==> config.mk <==
export PLATFORM = sky130hd
export DESIGN_NAME = serial_subtractor
export DESIGN_NICKNAME = d
export VERILOG_FILES = /design/src/rtl/serial_subtractor_pkg.sv /design/src/rtl/serial_subtractor_fullsub.sv /design/src/rtl/serial_subtractor.sv
export SDC_FILE = /design/constraint.sdc
export NUM_CORES = 1
export LEC_CHECK = 0
export ABC_AREA = 1
export CAP_MARGIN = 20
export CORE_MARGIN = 4
export CORE_UTILIZATION = 45
export CTS_CLUSTER_DIAMETER = 80
export DETAILED_ROUTE_END_ITERATION = 10
export DONT_BUFFER_PORTS = 1
export GPL_TIMING_DRIVEN = 0
export PLACE_DENSITY = 0.68
export SLEW_MARGIN = 0
export SYNTH_ARGS = -nofsm -noshare
export SYNTH_HDL_FRONTEND = slang
export SYNTH_HIERARCHICAL = 1
export SYNTH_SLANG_ARGS = --single-unit
==> constraint.sdc <==
create_clock -name clk -period 1.8 [get_ports clk]
set_input_delay 0.27 -clock clk [delete_from_list [all_inputs] [get_ports clk]]
set_output_delay 0.27 -clock clk [all_outputs]
set_load 0.02 [all_outputs]
==> src/rtl/serial_subtractor_pkg.sv <==
// Shared definitions for the serial-arithmetic blocks: FSM state encoding and default width.
package serial_subtractor_pkg;

  typedef enum logic [1:0] {
    IDLE = 2'd0,
    RUN  = 2'd1,
    DONE = 2'd2
  } state_t;

  localparam int unsigned DEFAULT_WIDTH = 8;

endpackage

==> src/rtl/serial_subtractor_fullsub.sv <==
// One-bit full subtractor: D = A - B - bin, with borrow out.
module one_bit_fullsubtractor (
  input  logic A,
  input  logic B,
  input  logic bin,
  output logic D,
  output logic bout
);

  always_comb begin
    D    = A ^ B ^ bin;
    bout = (~A & B) | (~(A ^ B) & bin);
  end

endmodule

==> src/rtl/serial_subtractor.sv <==
// Bit-serial A - B, LSB first, one bit per clock; result, borrow and signed overflow held until the next completion.
module serial_subtractor
  import serial_subtractor_pkg::*;
#(
  parameter int unsigned WIDTH = DEFAULT_WIDTH
) (
  input  logic             clk,
  input  logic             rst_n,
  input  logic             start,
  input  logic [WIDTH-1:0] a,
  input  logic [WIDTH-1:0] b,
  output logic             busy,
  output logic             done,
  output logic [WIDTH-1:0] diff,
  output logic             bout,
  output logic             ovf
);

  localparam int unsigned CW = $clog2(WIDTH);
  localparam logic [CW-1:0] LAST = CW'(WIDTH - 1);

  state_t           state;
  logic [WIDTH-1:0] a_sh;
  logic [WIDTH-1:0] b_sh;
  logic [WIDTH-2:0] d_sh;
  logic [CW-1:0]    cnt;
  logic             borrow;
  logic             a_msb;
  logic             b_msb;
  logic             d_bit;
  logic             borrow_nxt;
  logic [WIDTH-1:0] d_cat;

  one_bit_fullsubtractor u_fullsub (
    .A    (a_sh[0]),
    .B    (b_sh[0]),
    .bin  (borrow),
    .D    (d_bit),
    .bout (borrow_nxt)
  );

  // d_sh keeps only the WIDTH-1 bits produced so far; the current bit completes the word.
  assign d_cat = {d_bit, d_sh};

  always_ff @(posedge clk or negedge rst_n) begin
    if (!rst_n) begin
      state  <= IDLE;
      busy   <= 1'b0;
      done   <= 1'b0;
      diff   <= '0;
      bout   <= 1'b0;
      ovf    <= 1'b0;
      a_sh   <= '0;
      b_sh   <= '0;
      d_sh   <= '0;
      cnt    <= '0;
      borrow <= 1'b0;
      a_msb  <= 1'b0;
      b_msb  <= 1'b0;
    end else begin
      done <= 1'b0;
      case (state)
        IDLE: begin
          if (start) begin
            a_sh   <= a;
            b_sh   <= b;
            borrow <= 1'b0;
            cnt    <= '0;
            a_msb  <= a[WIDTH-1];
            b_msb  <= b[WIDTH-1];
            busy   <= 1'b1;
            state  <= RUN;
          end
        end
        RUN: begin
          borrow <= borrow_nxt;
          d_sh   <= d_cat[WIDTH-1:1];
          a_sh   <= a_sh >> 1;
          b_sh   <= b_sh >> 1;
          cnt    <= cnt + 1'b1;
          if (cnt == LAST) begin
            diff  <= d_cat;
            bout  <= borrow_nxt;
            ovf   <= (a_msb ^ b_msb) & (d_bit ^ a_msb);
            done  <= 1'b1;
            state <= DONE;
          end
        end
        DONE: begin
          busy  <= 1'b0;
          state <= IDLE;
        end
        default: begin
          busy  <= 1'b0;
          state <= IDLE;
        end
      endcase
    end
  end

endmodule
==> qor.csv, run 1 <==
stage,metric,value,unit
power,p_int,2.47,mW
setup_path,end_kind,register,
global_route,grt_antenna_before_repair,0,
timing,fin_tns_setup,0,ns
power,combPwrFrac,38.5,%
logic_synthesis,synth.top_cell.area_share,52.9,%
logic_synthesis,synth_area,0.00203,mm2
route,vias,1497,
logic_synthesis,syn_nets,260,
timing,skew,0.00620,ns
clock_tree,clkSlewWorstSetupHoldPaths,0.08,ns
setup_path,ff2ff_path_depth,6,
power,p_switching,1.68,mW
setup_path,r2r-start,cnt[0],
placed_design,place_inst,290,
floorplan,fp.dieW,75.2,um
power,clkPwrFrac,18.8,%
floorplan,start_util,46.7,%
min_path,hold_depth,2,
setup_path,critical_path_class,register to register,
setup_path,reg2reg_to,ovf,
setup_path,slowest_stage,dfrtp_1,
setup_path,cp_max_fo,10,
clock_tree,clk_latency,0.30,ns
logic_synthesis,netlist_instances,238,
clock_tree,post_cts_buffers,0,
clock_tree,clk_path_buf_depth,2,
power,p_seq_share,42.7,%
power,power_density,1850,mW/mm2
setup_path,worst-path-buf-inv,1,
final_layout,utilization,51.6,%
placed_design,place_congestion,0.760,
global_route,grt_pass1_wl,6740,um
logic_synthesis,synth_area_leader_cell,dfrtp_1,
final_layout,area_growth_syn_to_layout,10.5,%
min_path,hold_class,primary input to register,
floorplan,die_height,75.2,um
timing,max_clock_freq,721,MHz
timing,period_minus_slack,1.39,ns
logic_synthesis,synth-seq-cells,43,
setup_path,crit_family,adder cells,
setup_path,cp_cell_sequence,ha_1 -> ha_1 -> nand2_2 -> buf_6 -> nand2_1 -> nand2_1,
global_route,grt-ovfl-total,0,
status,status,"finished, final reports clean",
logic_synthesis,synth_warnings,6,
placed_design,dpl_cell_area,0.00210,mm2
clock_tree,ctsHtreeMaxLevel,2,
route,drt-total-wl,3910,um
floorplan,design.core.area,0.00435,mm2
clock_tree,clockRootBuffer,clkbuf_8,
global_route,grt_max_degree,44,
placed_design,port_buffers,0,
global_route,grt_pass1_vias,1500,
timing,worst_pin_slew,0.251,ns
clock_tree,cts_inserted_buffers,5,
route,drc,0,
power,vdd_ir_drop_max,0.697,mV
global_route,grt_use_total,15.7,%
power,p_total,4.15,mW
final_layout,nNetsFinal,269,
route,first_pass_iters,4,
route,wl_per_cell,13.0,um
timing,rsz0062_at_grt,no,
clock_tree,post_cts_resize_count,0,
final_layout,diodes,0,
min_path,hold_start,b[7],
logic_synthesis,synthDistinctLibCells,18,
logic_synthesis,synth.most_common_cell,nand2_1,
route,drtIter0Drc,71,
floorplan,num_rows,24,
logic_synthesis,synth_area_leaders,"dfrtp_1 53%, nand3_1 12%, nand2_1 11%, inv_1 7.9%, o21ai_2 3.4%",
clock_tree,cts_tree,yes,
final_layout,num-fill-cells,415,
setup_path,crit_arrival,1.63,ns
logic_synthesis,synth.top_cells.by_count,"58 x nand2_1, 47 x nand3_1, 43 x dfrtp_1, 43 x inv_1, 13 x o21ai_0",
run,maxCapViolCount,0,
power,switching_share,40.5,%
final_layout,final_area,0.00225,mm2
min_path,min_to,b_msb,
final_layout,fin_cells,300,
setup_path,max_stage_delay,0.41,ns
clock_tree,cts.sinks,43,
route,ant_nets,0,
setup_path,cp-start-kind,register,
floorplan,dieArea,0.00566,mm2
timing,final_max_slew_viol_count,0,
setup_path,r2r_setup_slack,0.41,ns
power,p_leak,1.21,nW
timing,relSlewSlack,83.2,%
logic_synthesis,synthFlopType,dfrtp_1,
timing,finalHoldViolations,0,
timing,setup_viol,0,
final_layout,layout-drive-gt1-share,14.5,%
timing,period_share,77.0,%
logic_synthesis,yosysSeqAreaShare,52.9,%
placed_design,dpl.hpwl,2600,um
logic_synthesis,async_flop_share,100,%
setup_path,critical_path_required,2.04,ns
route,vias_per_cell,4.99,
logic_synthesis,synth_edf_count,0,
floorplan,pin_count,31,
logic_synthesis,synth.avg_cell_area,8.55,um2
## stage by stage
stage	hold WS [ns]	setup WS (ns)
2_1_floorplan	-0.0256	0.499
5_1_grt	0.131	0.278
6_report	0.111	0.414
3_5_place_dp	-0.0246	0.420
3_3_place_gp	-0.0245	0.427
4_1_cts	0.100	0.403
## cell families after synthesis
logic type               after synthesis  synth area share [%]
AO/OA/AOI/OAI                         22                  6.89
adder cells (fa/ha/maj)                3                  2.21
buffers and inverters                 56                  12.4
flip-flops                            43                  52.9
AND/OR/NAND/NOR                      114                  25.6
## worst max-delay path by stage
stage,endpoint,depth (start not counted),slack [ns],from
after detailed placement,ovf,6,0.42,cnt[0]
after CTS,ovf,6,0.40,cnt[0]
after floorplan,ovf,6,0.50,a_sh[0]
after global routing,ovf,6,0.28,a_sh[0]
final,ovf,6,0.41,cnt[0]
after global placement,ovf,6,0.43,a_sh[0]
## repair_timing
| item | 4_1_cts | 5_1_grt |
|---|---|---|
| hold buffers | 2 | 0 |
| hold endpoints to repair | 43 | 0 |
| endpoints found under the setup margin | 0 | 0 |
## cell usage in the layout (no fill, tap or decap), types with 2 or more instances in the layout
| cell | Yosys | layout |
|---|---|---|
| inv_2 | 2 | 2 |
| ha_1 | 2 | 2 |
| inv_1 | 43 | 43 |
| o21ai_2 | 8 | 8 |
| dfrtp_1 | 43 | 43 |
| nand2_1 | 58 | 58 |
| buf_6 | 4 | 4 |
| nor2_1 | 3 | 3 |
| nand2_4 | 3 | 3 |
| clkbuf_8 | 0 | 6 |
| buf_2 | 6 | 6 |
| o21ai_0 | 13 | 13 |
| nand3_1 | 47 | 47 |
## power by group through the flow
stage	clock network, mW	logic [mW]	registers (mW)
2_1_floorplan	0	1.29	1.73
3_3_place_gp	0	1.55	1.77
3_5_place_dp	0	1.58	1.79
4_1_cts	0.801	1.62	1.77
5_1_grt	0.832	1.88	1.82
6_report	0.781	1.60	1.77
## sequential cells by signal, summed over array words and instances, names as in the netlist
name / cells
a_sh: 8
b_sh: 8
diff: 8
d_sh: 7
cnt: 3
state: 2
a_msb: 1
b_msb: 1
borrow: 1
bout: 1
busy: 1
done: 1
ovf: 1
## metal layers
layer | up-vias | share of wire (%) | global-route usage, %
met4 | 0 | 1.9 | 7.38
met2 | 40 | 45 | 24.4
met1 | 696 | 48 | 20.7
met3 | 7 | 5.2 | 3.74
li1 | 754 | - | -
met5 | - | 0 | 0
## final cells by class
type	instances	area (um2)	area share, %
Buffer	11	82.6	3.67
Clock buffer	6	82.6	3.67
Clock inverter	2	35.0	1.56
Inverter	45	169	7.52
Multi-Input combinational cell	139	707	31.5
Sequential cell	43	1080	47.9
Tap cell	52	65.1	2.90
Timing Repair Buffer	2	30.0	1.34
Note: power is estimated with default switching activity, not from simulation.
==> inputs of run 2 (changes only) <==
Settings changed: PLACE_DENSITY 0.68 to 0.7.
Clock period 1.8 ns to 1.2 ns, I/O delays scaled along.
==> qor.csv, run 2 (synthesis gave the netlist of run 1 again) <==
stage,metric,value,unit,change
final_layout,final_common_cell,nand2_1,,
timing,period_minus_slack,1.34,ns,-0.0423 ns
final_layout,reg_top3,"a_sh x8, b_sh x8, diff x8",,
final_layout,num-fill-cells,340,,-18%
min_path,hold_start,b[7],,
floorplan,pin_count,31,,unchanged
clock_tree,cts_inserted_buffers,5,,unchanged
global_route,grt_antenna_before_repair,0,,unchanged
setup_path,max_stage_delay,0.57,ns,+0.16 ns
final_layout,area_growth_syn_to_layout,34.6,%,
power,p_int,4.73,mW,+91%
setup_path,cp_cell_sequence,inv_2 -> fa_1 -> inv_2 -> nand3_2 -> nand2_1 -> nand2_1 -> nand2_1,,
final_layout,utilization,62.9,%,+11 points
timing,finalHoldViolations,0,,unchanged
setup_path,ff2ff_path_depth,7,,+1
power,clkPwrFrac,17.1,%,-1.7 points
placed_design,dpl.hpwl,2690,um,+3.4%
global_route,grt_pass1_vias,1566,,+4.4%
route,drtIter0Drc,124,,+75%
floorplan,fp.dieW,75.2,um,unchanged
global_route,grt_max_degree,44,,unchanged
route,ant_nets,0,,unchanged
placed_design,dp_slack,-0.147,ns,-0.567 ns
clock_tree,clk_path_buf_depth,2,,unchanged
clock_tree,clk_latency,0.30,ns,about the same
clock_tree,cts_tree,yes,,
global_route,grt_pass1_wl,7290,um,+8.1%
timing,period_share,112,%,+35 points
clock_tree,cts.sinks,43,,unchanged
power,p_leak,1.41,nW,+16%
floorplan,die_height,75.2,um,unchanged
setup_path,cp_max_fo,3,,-7
setup_path,r2r_setup_slack,-0.14,ns,-0.56 ns
run,maxCapViolCount,0,,unchanged
final_layout,ff_latch_area,0.00108,mm2,unchanged
setup_path,reg2reg_to,ovf,,
timing,relSlewSlack,83.8,%,+0.55 points
route,drc,0,,unchanged
route,vias_per_cell,5.08,,+1.8%
setup_path,end_kind,register,,
final_layout,multi_input_area,866,um2,+22%
timing,fin_tns_setup,-0.588,ns,-0.588 ns
global_route,grt-ovfl-total,0,,unchanged
timing,worst_pin_slew,0.244,ns,-0.00736 ns
power,p_switching,3.08,mW,+83%
power,power_density,2850,mW/mm2,+54%
power,switching_share,39.4,%,-1.1 points
power,vdd_ir_drop_max,1.41,mV,+100%
setup_path,cp_num_cells,7,,+1
setup_path,cp-start-kind,register,,
setup_path,r2r-start,b_sh[0],,
clock_tree,clkSlewWorstSetupHoldPaths,0.09,ns,about the same
placed_design,port_buffers,0,,unchanged
status,status,finished with violations,,
setup_path,critical_path_class,register to register,,
timing,setup_viol,19,,+19
setup_path,slowest_stage,fa_1,,
setup_path,critical_path_required,1.40,ns,-0.64 ns
setup_path,crit_arrival,1.54,ns,-0.09 ns
route,drt-total-wl,4850,um,+24%
route,first_pass_iters,4,,unchanged
floorplan,start_util,46.7,%,unchanged
power,p_seq_share,35.0,%,-7.7 points
route,wl_per_cell,15.1,um,+15%
global_route,grt_use_total,17.1,%,+1.4 points
setup_path,worst-path-buf-inv,2,,+1
min_path,hold_class,primary input to register,,
min_path,hold_depth,2,,unchanged
status,failed_checks,setup timing,,
floorplan,dieArea,0.00566,mm2,unchanged
final_layout,nNetsFinal,291,,+8.2%
floorplan,design.core.area,0.00435,mm2,unchanged
timing,rsz0062_at_grt,yes,,
final_layout,diodes,0,,unchanged
setup_path,crit_family,adder cells,,
route,vias,1636,,+9.3%
placed_design,place_congestion,0.768,,+1.0%
timing,max_clock_freq,744,MHz,+3.1%
clock_tree,ctsHtreeMaxLevel,2,,unchanged
clock_tree,clockRootBuffer,clkbuf_8,,
timing,layout_setup_ws,-0.144,ns,-0.558 ns
min_path,min_to,b_msb,,
timing,fin_hold_ws,0.0287,ns,-0.0819 ns
power,combPwrFrac,47.9,%,+9.4 points
timing,final_max_slew_viol_count,0,,unchanged
final_layout,fin_cells,322,,+7.3%
placed_design,place_inst,290,,unchanged
final_layout,layout-drive-gt1-share,32.6,%,+18 points
final_layout,layout_common_cells,"50 x nand2_1, 43 x dfrtp_1, 40 x inv_1",,
timing,skew,0.0131,ns,+0.00691 ns
floorplan,num_rows,24,,unchanged
setup_path,worst_path_most_repeated_cell,nand2_1,,
run 2: power groups by stage:
stage | combinational (mW) | sequential, mW | clock, mW
finish | 3.74 | 2.73 | 1.34
global route | 4.17 | 2.81 | 1.43
CTS | 2.55 | 2.69 | 1.34
detailed placement | 2.40 | 2.70 | 0
global placement | 2.36 | 2.67 | 0
floorplan | 1.98 | 2.60 | 0
run 2: area by class of cell:
cell class | count | share of cell area (%)
sequential | 43 | 39.3
multi-input combinational | 139 | 31.6
timing repair buffer | 24 | 10.5
inverter | 45 | 6.35
buffer | 11 | 5.03
clock buffer | 6 | 2.65
tap | 52 | 2.38
clock inverter | 2 | 2.19
run 2: worst max-delay path by stage:
stage	from	to	slack, ns
6_report	b_sh[0]	ovf	-0.14
5_1_grt	b_sh[0]	ovf	-0.23
4_1_cts	borrow	ovf	-0.14
3_5_place_dp	cnt[0]	ovf	-0.15
3_3_place_gp	cnt[0]	diff[0]	-0.15
2_1_floorplan	borrow	ovf	-0.06
run 2: worst reg2reg max path, cell delays in order (launching register included):
cell	delay [ns]
dfrtp_1	0.37
inv_2	0.05
fa_1	0.57
inv_2	0.06
nand3_2	0.05
nand2_1	0.05
nand2_1	0.05
nand2_1	0.05
run 2: through the flow:
stage                     area (um2)  power (mW)
final                           2740        7.81
after global routing            2740        8.41
after CTS                       2310        6.57
after detailed placement        2110        5.10
after global placement          2110        5.02
after floorplan                 2040        4.58
run 2: routing by layer:
layer / part of all wire, % / vias to the layer above / global-route usage [%] / wire [um]
li1: - / 802 / - / -
met1: 43 / 783 / 21.4 / 2070
met2: 52 / 47 / 29.5 / 2520
met3: 4.8 / 4 / 4.81 / 235
met4: 0.60 / 0 / 4.08 / 29
met5: 0 / - / 0 / 0
run 2: what timing repair did:
action,CTS,global route
gates cloned,0,4
setup endpoints to repair,30,33
setup buffers,5,13
pin swaps,2,21
resized for setup,8,56
hold endpoints to repair,43,43
==> inputs of run 3 (changes only) <==
Settings changed: CORE_UTILIZATION 45 to 50, PLACE_DENSITY 0.7 to 0.76.
==> qor.csv, run 3 (synthesis gave the netlist of run 1 again) <==
stage,metric,value,unit,change
route,drt-total-wl,4260,um,-12%
placed_design,dp_slack,-0.146,ns,+0.00105 ns
route,first_pass_iters,4,,unchanged
setup_path,end_kind,register,,
global_route,grt_max_degree,44,,unchanged
route,drc,0,,unchanged
timing,fin_tns_setup,-0.370,ns,+0.218 ns
final_layout,reg_top3,"a_sh x8, b_sh x8, diff x8",,
setup_path,critical_path_required,1.39,ns,about the same
timing,relSlewSlack,80.5,%,-3.3 points
setup_path,cp_max_fo,2,,-1
setup_path,ff2ff_path_depth,7,,unchanged
route,drtIter0Drc,111,,-10%
floorplan,pin_count,31,,unchanged
final_layout,area_growth_syn_to_layout,23.9,%,
route,vias,1573,,-3.9%
run,maxCapViolCount,0,,unchanged
setup_path,slowest_stage,fa_1,,
final_layout,ff_latch_area,0.00108,mm2,+0.12%
timing,period_minus_slack,1.33,ns,-0.0111 ns
clock_tree,clockRootBuffer,clkbuf_8,,
timing,max_clock_freq,750,MHz,+0.83%
clock_tree,cts.sinks,43,,unchanged
route,met3_length,280,um,+19%
floorplan,dieArea,0.00515,mm2,-9.0%
clock_tree,ctsHtreeMaxLevel,2,,unchanged
power,p_leak,1.29,nW,-8.8%
floorplan,die_height,71.8,um,-4.6%
clock_tree,clkSlewWorstSetupHoldPaths,0.08,ns,about the same
setup_path,crit_arrival,1.52,ns,-0.02 ns
setup_path,worst-path-buf-inv,2,,unchanged
final_layout,nNetsFinal,278,,-4.5%
final_layout,num-fill-cells,299,,-12%
final_layout,layout-drive-gt1-share,24.9,%,-7.7 points
floorplan,num_rows,22,,-8.3%
timing,worst_pin_slew,0.293,ns,+0.0491 ns
setup_path,max_stage_delay,0.56,ns,about the same
route,vias_per_cell,5.16,,+1.5%
setup_path,r2r-start,borrow,,
setup_path,worst_path_most_repeated_cell,nand2_1,,
placed_design,place_congestion,0.758,,-1.3%
floorplan,fp.dieW,71.8,um,-4.6%
setup_path,cp_cell_sequence,inv_2 -> fa_1 -> inv_2 -> nand3_2 -> nand2_1 -> nand2_1 -> nand2_1,,
placed_design,port_buffers,0,,unchanged
final_layout,final_common_cell,nand2_1,,
timing,setup_viol,4,,-15
timing,fin_hold_ws,-0.431,ns,-0.460 ns
power,vdd_ir_drop_max,1.41,mV,-0.27%
clock_tree,cts_inserted_buffers,5,,unchanged
setup_path,reg2reg_to,ovf,,
global_route,grt_antenna_before_repair,0,,unchanged
timing,final_max_slew_viol_count,0,,unchanged
min_path,hold_class,primary input to asynchronous set/reset pin,,
final_layout,diodes,0,,unchanged
placed_design,place_inst,286,,-1.4%
setup_path,crit_family,adder cells,,
global_route,grt_pass1_vias,1476,,-5.7%
power,power_density,2820,mW/mm2,-0.94%
timing,skew,0.00792,ns,-0.00519 ns
placed_design,dpl.hpwl,2640,um,-1.8%
route,wl_per_cell,14.0,um,-7.2%
final_layout,multi_input_area,848,um2,-2.0%
route,ant_nets,0,,unchanged
global_route,grt-ovfl-total,0,,unchanged
clock_tree,cts_tree,yes,,
setup_path,r2r_setup_slack,-0.13,ns,about the same
floorplan,design.core.area,0.00380,mm2,-13%
route,top_layer,met4,,
floorplan,start_util,53.6,%,+6.8 points
setup_path,cp-start-kind,register,,
clock_tree,clk_path_buf_depth,2,,unchanged
timing,period_share,111,%,-0.92 points
final_layout,fin_cells,305,,-5.3%
setup_path,critical_path_class,register to register,,
timing,layout_setup_ws,-0.133,ns,+0.0111 ns
route,route.met2.wl,2060,um,-18%
route,drt-met1-wl,1840,um,-11%
timing,rsz0062_at_grt,yes,,
timing,finalHoldViolations,43,,+43
global_route,grt_use_total,17.2,%,+0.081 points
clock_tree,clk_latency,0.30,ns,about the same
status,status,finished with violations,,
global_route,grt_pass1_wl,6870,um,-5.7%
final_layout,layout_common_cells,"50 x nand2_1, 44 x nand3_1, 42 x dfrtp_1",,
status,failed_checks,"hold timing, setup timing",,
-- run 3: changes by cell type in the layout (fill, tap and decap cells not counted), sizes merged --
cell,before,now
bufinv,2,0
dlygate4sd3,1,0
buf,29,19
-- run 3: worst register-to-register path: stages (launching register included) --
cell and delay [ns]:
dfrtp_1 0.37, inv_2 0.05, fa_1 0.56, inv_2 0.06, nand3_2 0.05, nand2_1 0.04, nand2_1 0.06, nand2_1 0.05
-- run 3: metal layers --
metal  global-route usage [%]  vias to the layer above
met1                     23.4                      734
li1                         -                      778
met3                     4.63                        9
met5                        0                        -
met2                     25.5                       52
met4                     8.14                        0
-- run 3: worst max path at each step --
stage | from | endpoint | slack, ns | depth (start not counted)
3_5_place_dp | cnt[0] | ovf | -0.15 | 6
3_3_place_gp | cnt[0] | ovf | -0.14 | 6
5_1_grt | borrow | ovf | -0.21 | 7
6_report | borrow | ovf | -0.13 | 7
4_1_cts | b_sh[0] | ovf | -0.13 | 7
2_1_floorplan | borrow | ovf | -0.06 | 7
-- run 3: where the power goes --
group / switching, mW / internal [mW] / total, mW / leakage, nW
Clock: 0.491 / 0.526 / 1.02 / 0.0515
Sequential: 0.641 / 2.11 / 2.75 / 0.530
Combinational: 1.75 / 1.60 / 3.35 / 0.707
Total: 2.88 / 4.23 / 7.11 / 1.29
-- run 3: layout make-up --
cell class | instances | share of cell area [%]
repair buffers | 11 | 5.76
clock buffers | 8 | 3.97
inverters | 45 | 6.90
multi-input cells | 139 | 33.7
flip-flops and latches | 43 | 42.8
well taps | 48 | 2.38
plain buffers | 11 | 4.57
-- run 3: repair_timing --
action                                 4_1_cts  5_1_grt
setup buffers                                3        6
setup endpoints to repair                   28       30
resized for setup                           15       34
endpoints found under the hold margin       43       43
cloned                                       1        1
pin swaps                                    5        7
-- run 3: through the flow --
stage | total power [mW] | instance area, um2 | util (%)
detailed placement | 5.09 | 2100 | 55.3
floorplan | 4.58 | 2040 | -
CTS | 6.31 | 2300 | 60.5
finish | 7.11 | 2520 | 66.3
global placement | 5.01 | 2100 | 55.3
global route | 7.68 | 2520 | 66.3
